[src/rtl/ps2_key_tracker_if.sv]
// ps2_key_tracker_if: byte input, key state and event FIFO signals of the PS/2 key tracker.
// master = receiver/consumer side, slave = tracker.
interface ps2_key_tracker_if;
    logic [7:0] rx_data;
    logic       rx_valid;
    logic       key_l_up;
    logic       key_l_dn;
    logic       key_r_up;
    logic       key_r_dn;
    logic [7:0] evt_code;
    logic       evt_ext;
    logic       evt_break;
    logic       evt_valid;
    logic       evt_ready;
    logic       overflow;
    logic       prefix_timeout;

    modport master (
        output rx_data, rx_valid, evt_ready,
        input  key_l_up, key_l_dn, key_r_up, key_r_dn,
        input  evt_code, evt_ext, evt_break, evt_valid, overflow, prefix_timeout
    );

    modport slave (
        input  rx_data, rx_valid, evt_ready,
        output key_l_up, key_l_dn, key_r_up, key_r_dn,
        output evt_code, evt_ext, evt_break, evt_valid, overflow, prefix_timeout
    );
endinterface

[src/rtl/ps2_key_tracker.sv]
// ps2_key_tracker: decodes E0/F0-prefixed scan codes into events, tracks the four paddle keys, queues events in a FWFT FIFO.
// Define PS2_TIMEOUT_EN to discard a partial prefix after TIMEOUT_CYCLES idle cycles.
module ps2_key_tracker #(
    parameter int         FIFO_DEPTH     = 4,
    parameter logic [7:0] CODE_L_UP      = 8'h1D,
    parameter logic [7:0] CODE_L_DN      = 8'h1B,
    parameter logic [7:0] CODE_R_UP      = 8'h75,
    parameter logic [7:0] CODE_R_DN      = 8'h72,
    parameter int         TIMEOUT_CYCLES = 50000
) (
    input logic              CLOCK_50,
    input logic              reset,
    ps2_key_tracker_if.slave bus
);
    localparam int AW = $clog2(FIFO_DEPTH);
    localparam logic [AW:0] DEPTH = FIFO_DEPTH[AW:0];

    // bit0 = E0 seen, bit1 = F0 seen
    typedef enum logic [1:0] {IDLE = 2'b00, EXT = 2'b01, BRK = 2'b10, EXT_BRK = 2'b11} state_t;

    state_t        state, state_nx;
    logic          emit, emit_ext, emit_brk;
    logic          is_e0, is_f0, is_ctrl, timeout_hit;
    logic [9:0]    mem [FIFO_DEPTH];
    logic [AW-1:0] wp, rp;
    logic [AW:0]   count;
    logic          push, pop, full;
    logic [3:0]    keys;
    logic          ovf, pto;

    if (FIFO_DEPTH < 2 || (FIFO_DEPTH & (FIFO_DEPTH - 1)) != 0 || TIMEOUT_CYCLES < 2) begin : g_bad_cfg
        $error("ps2_key_tracker: unsupported parameter values");
    end

    assign is_e0   = bus.rx_data == 8'hE0;
    assign is_f0   = bus.rx_data == 8'hF0;
    assign is_ctrl = bus.rx_data inside {8'h00, 8'hAA, 8'hEE, 8'hFA, 8'hFE, 8'hFF};

    always_comb begin
        state_nx = state;
        emit     = 1'b0;
        emit_ext = state[0];
        emit_brk = state[1];
        if (bus.rx_valid) begin
            if (is_ctrl) state_nx = IDLE;
            else if (is_e0) state_nx = state_t'({state[1], 1'b1});
            else if (is_f0) state_nx = state_t'({1'b1, state[0]});
            else begin
                emit     = 1'b1;
                state_nx = IDLE;
            end
        end else if (timeout_hit) state_nx = IDLE;
    end

    always_ff @(posedge CLOCK_50)
        if (reset) state <= IDLE;
        else state <= state_nx;

`ifdef PS2_TIMEOUT_EN
    localparam int TW = $clog2(TIMEOUT_CYCLES + 1);
    logic [TW-1:0] to_cnt;

    assign timeout_hit = !bus.rx_valid && state != IDLE && to_cnt == TW'(TIMEOUT_CYCLES - 1);

    always_ff @(posedge CLOCK_50)
        if (reset || bus.rx_valid || state == IDLE || timeout_hit) to_cnt <= '0;
        else to_cnt <= to_cnt + 1'b1;
`else
    assign timeout_hit = 1'b0;
`endif

    assign full = count == DEPTH;
    assign pop  = count != '0 && bus.evt_ready;
    assign push = emit && (!full || pop);

    always_ff @(posedge CLOCK_50)
        if (push) mem[wp] <= {bus.rx_data, emit_ext, emit_brk};

    always_ff @(posedge CLOCK_50) begin
        if (reset) begin
            wp    <= '0;
            rp    <= '0;
            count <= '0;
            keys  <= '0;
            ovf   <= 1'b0;
            pto   <= 1'b0;
        end else begin
            if (push) wp <= wp + 1'b1;
            if (pop) rp <= rp + 1'b1;
            count <= count + {{AW{1'b0}}, push} - {{AW{1'b0}}, pop};
            ovf   <= ovf | (emit && full && !pop);
            pto   <= timeout_hit;
            if (emit && bus.rx_data == CODE_L_UP && !emit_ext) keys[0] <= !emit_brk;
            if (emit && bus.rx_data == CODE_L_DN && !emit_ext) keys[1] <= !emit_brk;
            if (emit && bus.rx_data == CODE_R_UP && emit_ext) keys[2] <= !emit_brk;
            if (emit && bus.rx_data == CODE_R_DN && emit_ext) keys[3] <= !emit_brk;
        end
    end

    assign bus.key_l_up       = keys[0];
    assign bus.key_l_dn       = keys[1];
    assign bus.key_r_up       = keys[2];
    assign bus.key_r_dn       = keys[3];
    assign bus.evt_valid      = count != '0;
    assign bus.evt_code       = bus.evt_valid ? mem[rp][9:2] : 8'h00;
    assign bus.evt_ext        = bus.evt_valid && mem[rp][1];
    assign bus.evt_break      = bus.evt_valid && mem[rp][0];
    assign bus.overflow       = ovf;
    assign bus.prefix_timeout = pto;
endmodule

[src/flat_wrapper.sv]
// flat-port wrapper written by rule: the top's interface ports become plain ports
module ps2_key_tracker_flat 
#(
    parameter int         FIFO_DEPTH     = 4,
    parameter logic [7:0] CODE_L_UP      = 8'h1D,
    parameter logic [7:0] CODE_L_DN      = 8'h1B,
    parameter logic [7:0] CODE_R_UP      = 8'h75,
    parameter logic [7:0] CODE_R_DN      = 8'h72,
    parameter int         TIMEOUT_CYCLES = 50000
)
  (CLOCK_50, reset, bus_rx_data, bus_rx_valid, bus_evt_ready, bus_key_l_up, bus_key_l_dn, bus_key_r_up, bus_key_r_dn, bus_evt_code, bus_evt_ext, bus_evt_break, bus_evt_valid, bus_overflow, bus_prefix_timeout);
  ps2_key_tracker_if bus_i ();
  input logic CLOCK_50;
  input logic reset;
  input wire logic [$bits(bus_i.rx_data)-1:0] bus_rx_data;
  input wire logic [$bits(bus_i.rx_valid)-1:0] bus_rx_valid;
  input wire logic [$bits(bus_i.evt_ready)-1:0] bus_evt_ready;
  output wire logic [$bits(bus_i.key_l_up)-1:0] bus_key_l_up;
  output wire logic [$bits(bus_i.key_l_dn)-1:0] bus_key_l_dn;
  output wire logic [$bits(bus_i.key_r_up)-1:0] bus_key_r_up;
  output wire logic [$bits(bus_i.key_r_dn)-1:0] bus_key_r_dn;
  output wire logic [$bits(bus_i.evt_code)-1:0] bus_evt_code;
  output wire logic [$bits(bus_i.evt_ext)-1:0] bus_evt_ext;
  output wire logic [$bits(bus_i.evt_break)-1:0] bus_evt_break;
  output wire logic [$bits(bus_i.evt_valid)-1:0] bus_evt_valid;
  output wire logic [$bits(bus_i.overflow)-1:0] bus_overflow;
  output wire logic [$bits(bus_i.prefix_timeout)-1:0] bus_prefix_timeout;
  assign bus_i.rx_data = bus_rx_data;
  assign bus_i.rx_valid = bus_rx_valid;
  assign bus_i.evt_ready = bus_evt_ready;
  assign bus_key_l_up = bus_i.key_l_up;
  assign bus_key_l_dn = bus_i.key_l_dn;
  assign bus_key_r_up = bus_i.key_r_up;
  assign bus_key_r_dn = bus_i.key_r_dn;
  assign bus_evt_code = bus_i.evt_code;
  assign bus_evt_ext = bus_i.evt_ext;
  assign bus_evt_break = bus_i.evt_break;
  assign bus_evt_valid = bus_i.evt_valid;
  assign bus_overflow = bus_i.overflow;
  assign bus_prefix_timeout = bus_i.prefix_timeout;
  ps2_key_tracker #(.FIFO_DEPTH(FIFO_DEPTH), .CODE_L_UP(CODE_L_UP), .CODE_L_DN(CODE_L_DN), .CODE_R_UP(CODE_R_UP), .CODE_R_DN(CODE_R_DN), .TIMEOUT_CYCLES(TIMEOUT_CYCLES)) u_core (.CLOCK_50(CLOCK_50), .reset(reset), .bus(bus_i));
endmodule
[config.mk]
export PLATFORM = sky130hd
export DESIGN_NAME = ps2_key_tracker_flat
export DESIGN_NICKNAME = d
export VERILOG_FILES = /design/src/rtl/ps2_key_tracker_if.sv /design/src/rtl/ps2_key_tracker.sv /design/src/flat_wrapper.sv
export SDC_FILE = /design/constraint.sdc
export NUM_CORES = 1
export LEC_CHECK = 0
export CORE_MARGIN = 10
export CORE_UTILIZATION = 25
export CTS_BUF_LIST = sky130_fd_sc_hd__clkbuf_4
export DETAILED_ROUTE_END_ITERATION = 8
export PLACE_DENSITY_LB_ADDON = 0.05
export RECOVER_POWER = 50
export SLEW_MARGIN = 20
export SYNTH_ARGS = -nofsm -noshare
export SYNTH_HDL_FRONTEND = slang
export SYNTH_SLANG_ARGS = --single-unit
[constraint.sdc]
create_clock -name CLOCK_50 -period 2.6 [get_ports CLOCK_50]
set_input_delay 0.52 -clock CLOCK_50 [delete_from_list [all_inputs] [get_ports CLOCK_50]]
set_output_delay 0.52 -clock CLOCK_50 [all_outputs]
set_load 0.005 [all_outputs]
# [Word level (Yosys, flattened, before mapping)]
# Memory sizes are Yosys's and may differ from the RTL's. A register that Yosys moved wholly into a read port is not among the register bits.
# Cells that the tools add are included.
[word_totals] wordCells=66 ramBits=40 in_bits=12 register_bits=14 output_inout_bits=17 n_memories=1
[memory_table] memory="u_core.mem" words=4 word_bits=10 rd=1 rd_clocked_by_memory_dff=1 wr=1 line="ps2_key_tracker.sv:24" text="logic [9:0] mem [FIFO_DEPTH];"
[classes] addsub=4 n_eq_ne=14 bitwise_logic=1 n_mux=12 n_reduce_logical=24
[ops] cell="$eq 8x8->1 const B" n=7
[ops] cell="$eq 8x5->1 const B" n=2
[ops] cell="$eq 8x7->1 const B" n=2
[ops] cell="$logic_and 1x1->1" n=14
[ops] cell="$mux 2" n=5
[ops] cell="$logic_not 8->1" n=1
[ops] cell="$mux 8" n=1
[ops] cell="$mux 1" n=6
[ops] cell="$reduce_bool 6->1" n=1
[ops] cell="$add 2x1->2 const B" n=2
[ops] cell="$logic_not 1->1" n=4
[ops] cell="$reduce_and 2->1" n=2
[ops] cell="$add 3x1->3" n=1
[ops] cell="$eq 3x3->1 const B" n=1
[ops] cell="$ne 3x2->1 const B" n=1
[ops] cell="$reduce_bool 3->1" n=1
[ops] cell="$sub 3x1->3" n=1
[ops] cell="$ne 2x2->1 const B" n=1
[ops] cell="$logic_or 1x1->1" n=1
[ops] cell="$or 1x1->1" n=1

# [Depth between registers and ports, before layout]
# Gate-level depths: netlist of run 1.
[depth] word_depth=8 mapped_depth=9 mapped_depth_nobuf=9

# [Least setup slack after synthesis of run 1]
# Ideal clock, no wire load.
[synth_path] kind="input to register" from="in bus_rx_data[0]" to="reg u_core.count[2]" stages=9 arrival_time_ns=2.113 required_time_ns=2.472 setup_ns=0.128 setup_slack_ns=0.359 path_buffers=0 path_cell_list="nor4_1 a31oi_1 a21o_1 nor3b_4 ha_1 fa_1 xnor2_1 xnor2_1 nor2_1"
[synth_between] elab_chain_len=8 word_cells_on_any_way=16 cone_classes="add/sub: 2; eq/ne: 7; mux: 4; reduce/logical: 3"
[synth_lines] element="start: declaration" line="flat_wrapper.sv:15" text="input wire logic [$bits(bus_i.rx_data)-1:0] bus_rx_data;"
[synth_lines] element="$eq 8x8->1" line="ps2_key_tracker.sv:36" text="assign is_f0 = bus.rx_data == 8'hF0;"
[synth_lines] element="$mux 1" line="ps2_key_tracker.sv:47" text="else if (is_f0) state_nx = state_t'({1'b1, state[0]});"
[synth_lines] element="$mux 1" line="ps2_key_tracker.sv:46" text="else if (is_e0) state_nx = state_t'({state[1], 1'b1});"
[synth_lines] element="$mux 1 *" line="ps2_key_tracker.sv:45" text="if (is_ctrl) state_nx = IDLE;"
[synth_lines] element="$mux 1 *" line="ps2_key_tracker.sv:44" text="if (bus.rx_valid) begin"
[synth_lines] element="$logic_and 1x1->1 *" line="ps2_key_tracker.sv:74" text="assign push = emit && (!full || pop);"
[synth_lines] element="named net u_core.push" line="ps2_key_tracker.sv:27" text="logic push, pop, full;"
[synth_lines] element="$add 3x1->3 *" line="ps2_key_tracker.sv:90" text="count <= count + {{AW{1'b0}}, push} - {{AW{1'b0}}, pop};"
[synth_lines] element="$sub 3x1->3 *" line="ps2_key_tracker.sv:90"
[synth_lines] element="end signal: assignment" line="ps2_key_tracker.sv:90"
[synth_lines] element="end: declaration" line="ps2_key_tracker.sv:26" text="logic [AW:0] count;"
# The timed path passes the listed nets; every way through them passes the cells marked *.
# A chain may end at the register's enable or synchronous reset.

==> impl_metrics.toml, run 1 <==
[clocking]
clk_latency_ns = 0.37
cts_hold_buffers = 0
ctsHtreeMaxLevel = 2
cts_buffers = 5
clk_path_buf_depth = 2
clockRootBuffer = "clkbuf_4"
clk_pin_slew_ns = 0.15
tritoncts = "yes"
cts.sinks = 56

[synth]
postSynth.asyncResetShare_pct = 0
synth-edff-count = 40
yosys.area.top_type = "edfxtp_1"
ys_warn_count = 0
synth_fp_nets = 179
netlist_instances = 160
syn_area_sq_mm = 0.00238
synth.area.top_cells = "edfxtp_1, dfxtp_1, mux4_2, ha_1, and2_1"
synth_most_common_cell = "edfxtp_1"
yosysSeqAreaShare_pct = 64.0
synth_cell_types = 36
avgSynthCellArea_sq_um = 14.9
synth_top_area_share_pct = 50.5
ys_ff_latch = 56
synth-main-ff-cell = "edfxtp_1"
synthTopCellsByCount = "edfxtp_1, dfxtp_1, and2_1, nor2_1, mux4_2"

[global_route]
grt_usage_pct = 8.17
grt_start_max_net_pins = 18
grt_pass1_vias = 1570
grt_first_pass_wirelength_mm = 8.83
antenna_found_initial = 0
grt-ovfl-total = 0

[route]
drtPass1Iterations = 4
ant_nets = 0
routed_via_density = 4.23
wl_per_cell_microns = 16.2
dr_total_vias = 1463
drtIter0Drc = 45
drc = 0
wl_mm = 5.59

[critical_path]
worstPathMaxFanout = 5
critical_path_arrival_ns = 2.02
cp-start-kind = "register"
critPathKind = "register to output port"
crit_path_end_kind = "output port"
required_ns = 2.08

[finish]
nFillCells = 904
drive_gt1_share_pct = 22.6
final_cell_count_no_fill = 346
finalNetCount = 235
final_area_sq_mm = 0.00312
syn2layout_area_growth_pct = 31.4
fin_util_pct = 33.8
num_antenna_cells = 0

[floorplanning]
core_sq_mm = 0.00924
dieArea_sq_mm = 0.0138
start_util_pct = 25.7
ios = 29
rows = 35
die_w_microns = 118
die_h_microns = 118

[timing]
relSlewSlack_pct = 59.5
drv_slew = 0
finalCritPeriodShare_pct = 97.5
report.final.hold_viol_count = 0
worst_slew_pin_slew_ns = 0.605
fin_crit_ns = 2.54
tns_ns = 0
final-setup-viol-count = 0
timing.fmax_ghz = 0.394
final.setup_skew_ns = 0.0132

[power_and_ir_drop]
leakage_nw = 1.16
irDropWorstVdd_mv = 0.283
power.density_mw_per_mm2 = 759

[placed_design]
dp_cells = 335
port_buffers = 27
dp.final_hpwl_mm = 3.92
place_area_sq_mm = 0.00303
routabilityCongestion = 0.686

[outcome]
outcome = "finished, final reports clean"

[hold_path]
hold_class = "register to register"

[flow_run]
cap_violations = 0
what timing repair did:
item	CTS	global route
setup endpoints to repair	7	9
buffers inserted	0	2
cloned	0	1
gates resized for setup	2	7
cells by family after synthesis:
logic type | count (synthesis) | share of synthesized area [%]
AOI/OAI and AO/OA | 12 | 3.21
xor gates and xnor gates | 4 | 1.47
adders and majority gates | 7 | 4.00
buffers and inverters | 14 | 2.42
DFF | 56 | 64.0
muxes | 14 | 11.4
other | 1 | 0.158
and+or+nand+nor | 52 | 13.4
worst paths after layout:
path | from | to | slack (ns) | cells past startpoint
max | register | bus_evt_code[6] | 0.06 | 4
min | u_core.keys[2] | u_core.keys[2] | 0.50 | 2
max reg2reg | u_core.count[1] | u_core.count[2] | 0.22 | 9
min reg2reg | u_core.keys[2] | u_core.keys[2] | 0.50 | 2
placed cells by master, fill, tap and decap left out, drive strengths merged, types with 9 or more instances in the layout:
master / count
and2: 15
buf: 20
clkbuf: 13
clkdlybuf4s50: 15
dfxtp: 16
edfxtp: 40
inv: 9
mux4: 10
nor2: 11
cell type report:
class	count	area (sq um)	area share, %
Sequential cell	56	1530	48.8
Multi-Input combinational cell	90	798	25.6
Timing Repair Buffer	54	544	17.4
Tap cell	129	161	5.17
Clock buffer	6	45.0	1.44
Inverter	9	33.8	1.08
Clock inverter	2	16.3	0.521
sequential cells by signal, indices dropped and copies added (netlist names), named ones only:
signal and cells:
u_core.mem 40, u_core.keys 4, u_core.count 3, u_core.rp 2, u_core.state 2, u_core.wp 2
u_core.bus.overflow 1
worst max-delay path: stages (launching register included):
cell             delay [ns]
dfxtp_4                0.40
clkbuf_16              0.15
mux4_2                 0.48
and2_1                 0.17
clkdlybuf4s50_1        0.45
where the power goes:
group	switching (mW)	leakage (nW)	internal, mW	total [mW]
clock network	0.268	0.0319	0.119	0.386
logic	0.364	0.623	0.520	0.884
registers	0.0459	0.503	1.05	1.10
total	0.678	1.16	1.69	2.37
routing by layer:
| layer | GRT usage [%] | wire length (microns) |
|---|---|---|
| met1 | 9.28 | 2480 |
| met2 | 14.4 | 2810 |
| met3 | 2.45 | 255 |
| met4 | 2.32 | 47 |
| met5 | 0 | 0 |
through the flow:
step	hold WS (ns)	setup WS [ns]	total power, mW
floorplan	0.465	0.359	1.53
global placement	0.477	-0.202	1.99
detailed placement	0.478	-0.260	2.00
CTS	0.498	0.0207	2.39
global route	0.534	-0.00340	2.53
finish	0.496	0.0649	2.37
Note: power is estimated with default switching activity, not from simulation.
==> inputs of run 2 (changes only) <==
CORE_ASPECT_RATIO = 0.9   (was not set)
MAX_ROUTING_LAYER = met4   (was not set)
RECOVER_POWER = 100   (was 50)
==> impl_metrics.toml, run 2 (synthesis gave the netlist of run 1 again) <==
[outcome]
outcome = "finished, final reports clean"

[placed_design]
dp_cells = 331
routabilityCongestion = 0.689
dp.final_hpwl_mm = 4.05
dp_slack_ns = -0.324
port_buffers = 27

[finish]
largest_register_ffs = 40
reg_top3 = "u_core.mem (40), u_core.keys (4), u_core.count (3)"
num_antenna_cells = 0
layout_commonest_cell = "edfxtp_1"
regMostFlops = "u_core.mem"
finalNetCount = 240
drive_gt1_share_pct = 25.7
syn2layout_area_growth_pct = 31.7
final_cell_mix = "edfxtp_1, buf_4, dfxtp_1, nor2_1, mux4_2"
final_cell_count_no_fill = 344
fin_util_pct = 34.0

[timing]
rsz0062_at_grt = "no"
report.final.hold_viol_count = 0
finalCritPeriodShare_pct = 95.7
worst_slew_pin_slew_ns = 0.646
timing.fmax_ghz = 0.402
drv_slew = 0
relSlewSlack_pct = 56.8
fin_ws_ns = 0.112
final-setup-viol-count = 0
fin_crit_ns = 2.49
final.setup_skew_ns = 0.00776

[critical_path]
worstPathMaxFanout = 5
crit_path_end_kind = "output port"
rrSetupSlack_ns = 0.21
critPathKind = "register to output port"
required_ns = 2.08
critical_path_arrival_ns = 1.97
path_cells = "clkbuf_16 > buf_4 > mux4_2 > and2_1 > dlygate4sd2_1"
max_stage_delay_ns = 0.48
cp-start-kind = "register"
critPathSlowestCell = "mux4_2"

[route]
drtIter0Drc = 78
drtPass1Iterations = 4
routed_via_density = 4.39
ant_nets = 0
dr_total_vias = 1509
wl_mm = 5.80
drc = 0
wl_per_cell_microns = 16.8

[power_and_ir_drop]
power.density_mw_per_mm2 = 757
irDropWorstVdd_mv = 0.211
leakage_nw = 1.18

[global_route]
grt-ovfl-total = 0
grt_start_max_net_pins = 18
grt_pass1_vias = 1645
grt_usage_pct = 8.70
antenna_found_initial = 0
grt_first_pass_wirelength_mm = 8.80

[clocking]
clk_path_buf_depth = 2
cts_hold_buffers = 0
cts_buffers = 5
clk_latency_ns = 0.37
ctsHtreeMaxLevel = 2
clk_pin_slew_ns = 0.16
cts.sinks = 56
clockRootBuffer = "clkbuf_4"
tritoncts = "yes"

[floorplanning]
core_sq_mm = 0.00921
ios = 29
die_h_microns = 113
start_util_pct = 25.8
dieArea_sq_mm = 0.0138
die_w_microns = 123
rows = 33

[flow_run]
cap_violations = 0

[hold_path]
hold_class = "primary input to register"
==> run 2: changes by cell type in the layout (fill, tap and decap cells not counted), sizes merged <==
cell and change:
buf +2, clkbuf +7, clkdlybuf4s25 +1, clkdlybuf4s50 -8
clkinvlp -1, dlygate4sd3 +2, dlymetal6s2s +1, inv +1
==> run 2: what timing repair did <==
action / CTS / global route
setup buffers: 0 / 4
endpoints found under the setup margin: 10 / 10
cloned: 0 / 1
gates resized for setup: 5 / 16
==> run 2: worst max-delay path, delay by kind of cell, from the launching register on <==
kind	cells	cell delay, ns
mux	1	0.48
flops	1	0.41
simple gates	1	0.18
buf+inv	3	0.53
==> run 2: final timing paths <==
kind,start,to,cells after the start
max,register,bus_evt_break,5
max reg2reg,u_core.count[2],u_core.count[2],9
min reg2reg,u_core.bus.overflow,u_core.bus.overflow,2
min,bus_rx_data[1],u_core.mem[0][3],1
==> run 2: cell type report <==
type | instances | area, sq um
Sequential cell | 56 | 1530
Multi-Input combinational cell | 90 | 816
Timing Repair Buffer | 59 | 546
Clock buffer | 6 | 45.0
Clock inverter | 2 | 13.8
Tap cell | 122 | 153
Inverter | 9 | 33.8
Fill cell | 928 | 6080
==> run 2: layer usage <==
metal  up-vias  wire length [microns]  GRT usage, %
met5         -                      0             -
met4         0                     51          2.67
met3         5                    241          2.10
met2        27                   2740          13.2
met1       767                   2770          11.2
li1        710                      -             -
==> run 2: through the flow <==
step           power [mW]  hold slack [ns]  instance area (sq um)  TNS [ns]
4_1_cts              2.41            0.522                   3130         0
3_5_place_dp         1.99            0.501                   3050     -2.22
5_1_grt              2.54            0.502                   3130         0
6_report             2.37            0.508                   3130         0
2_1_floorplan        1.53            0.465                   2380         0
3_3_place_gp         1.97            0.482                   3050     -2.02
==> run 2: power breakdown <==
group	leakage [nW]	internal, mW	switching [mW]	total (mW)
clock	0.0360	0.120	0.275	0.395
combinational	0.645	0.505	0.365	0.871
sequential	0.503	1.05	0.0513	1.11
==> inputs of run 3 (changes only) <==
CORE_MARGIN = not set   (was 10)
==> impl_metrics.toml, run 3 (synthesis gave the netlist of run 1 again) <==
[finish]
final_cell_mix = "edfxtp_1, dfxtp_1, nor2_1"
syn2layout_area_growth_pct = 32.4
drive_gt1_share_pct = 21.7
final_cell_count_no_fill = 343
finalNetCount = 239
reg_top3 = "u_core.mem (40), u_core.keys (4), u_core.count (3)"
largest_register_ffs = 40
layout_commonest_cell = "edfxtp_1"
num_antenna_cells = 0
regMostFlops = "u_core.mem"
final_area_sq_mm = 0.00315

[critical_path]
cp-start-kind = "primary input"
critical_path_arrival_ns = 2.77
required_ns = 2.86
worstPathMaxFanout = 7
crit_path_end_kind = "register"
rrSetupSlack_ns = 0.20
critPathKind = "primary input to register"

[outcome]
outcome = "finished, final reports clean"

[clocking]
cts.sinks = 56
ctsHtreeMaxLevel = 2
clk_path_buf_depth = 2
cts_buffers = 5
clk_latency_ns = 0.38
clk_pin_slew_ns = 0.16
clockRootBuffer = "clkbuf_4"
tritoncts = "yes"

[timing]
tns_ns = 0
fin_crit_ns = 2.51
report.final.hold_viol_count = 0
fin_ws_ns = 0.0854
finalCritPeriodShare_pct = 96.7
relSlewSlack_pct = 58.5
timing.fmax_ghz = 0.398
rsz0062_at_grt = "no"
drv_slew = 0
worst_slew_pin_slew_ns = 0.620
final-setup-viol-count = 0
final.setup_skew_ns = 0.00706

[floorplanning]
core_sq_mm = 0.00917
dieArea_sq_mm = 0.00990
ios = 29
die_w_microns = 105
start_util_pct = 25.9
rows = 33
die_h_microns = 94.5

[placed_design]
port_buffers = 27
dp_slack_ns = -0.269
dp_cells = 333
dp.final_hpwl_mm = 3.97
routabilityCongestion = 0.730
place_area_sq_mm = 0.00308

[global_route]
grt_pass1_vias = 1612
grt-ovfl-total = 0
grt_start_max_net_pins = 19
grt_first_pass_wirelength_mm = 8.62
grt_usage_pct = 12.3
antenna_found_initial = 0

[route]
dr_total_vias = 1460
drtPass1Iterations = 4
wl_per_cell_microns = 15.9
routed_via_density = 4.26
ant_nets = 0
drtIter0Drc = 46
wl_mm = 5.45
drc = 0

[power_and_ir_drop]
p_total_mw = 2.41
irDropWorstVdd_mv = 0.208
leakage_nw = 1.21
power.density_mw_per_mm2 = 766

[hold_path]
hold_class = "register to register"

[flow_run]
cap_violations = 0
[run 3: final cells by class]
type | instances | area [sq um]
fill | 928 | 6020
sequential | 56 | 1530
multi-input combinational | 90 | 797
timing repair buffer | 58 | 556
tap | 122 | 153
clock inverter | 3 | 46.3
clock buffer | 5 | 37.5
inverter | 9 | 33.8
[run 3: power by group]
group,switching [mW],internal [mW],total (mW)
Clock,0.278,0.208,0.486
Sequential,0.0480,1.05,1.10
Combinational,0.346,0.476,0.822
[run 3: through the flow]
stage / utilization, % / hold WS (ns)
after floorplan: - / 0.465
after global placement: 33.6 / 0.487
after detailed placement: 33.6 / 0.493
after CTS: 34.7 / 0.514
after global routing: 34.3 / 0.548
final: 34.3 / 0.511
[run 3: final timing paths]
check | cells after the start | startpoint | end
min | 2 | u_core.keys[0] | u_core.keys[0]
max | 11 | bus_rx_data[0] | u_core.count[2]
max reg2reg | 9 | u_core.count[2] | u_core.count[2]
min reg2reg | 2 | u_core.keys[0] | u_core.keys[0]
[run 3: layer usage]
layer / wire (microns) / global-route usage, % / vias to the layer above
met5: 0 / - / -
met4: 85 / 4.11 / 0
li1: - / - / 705
met2: 2570 / 20.4 / 37
met1: 2580 / 15.0 / 710
met3: 210 / 2.48 / 8
[run 3: what timing repair did]
item                                    in CTS  in global routing
buffers inserted                             0                  1
cloned                                       0                  1
resized for setup                            4                 10
endpoints found under the setup margin      10                 10
hold buffers                                 0                  0
[run 3: worst max-delay path, cell delays in order]
cell and delay (ns):
clkdlybuf4s50_1 0.50, clkbuf_1 0.23, inv_1 0.11, o211ai_1 0.09, a21o_1 0.19, nor3b_4 0.16, ha_1 0.20, fa_1 0.38
xnor2_1 0.20, xnor2_1 0.14, nor2_1 0.05
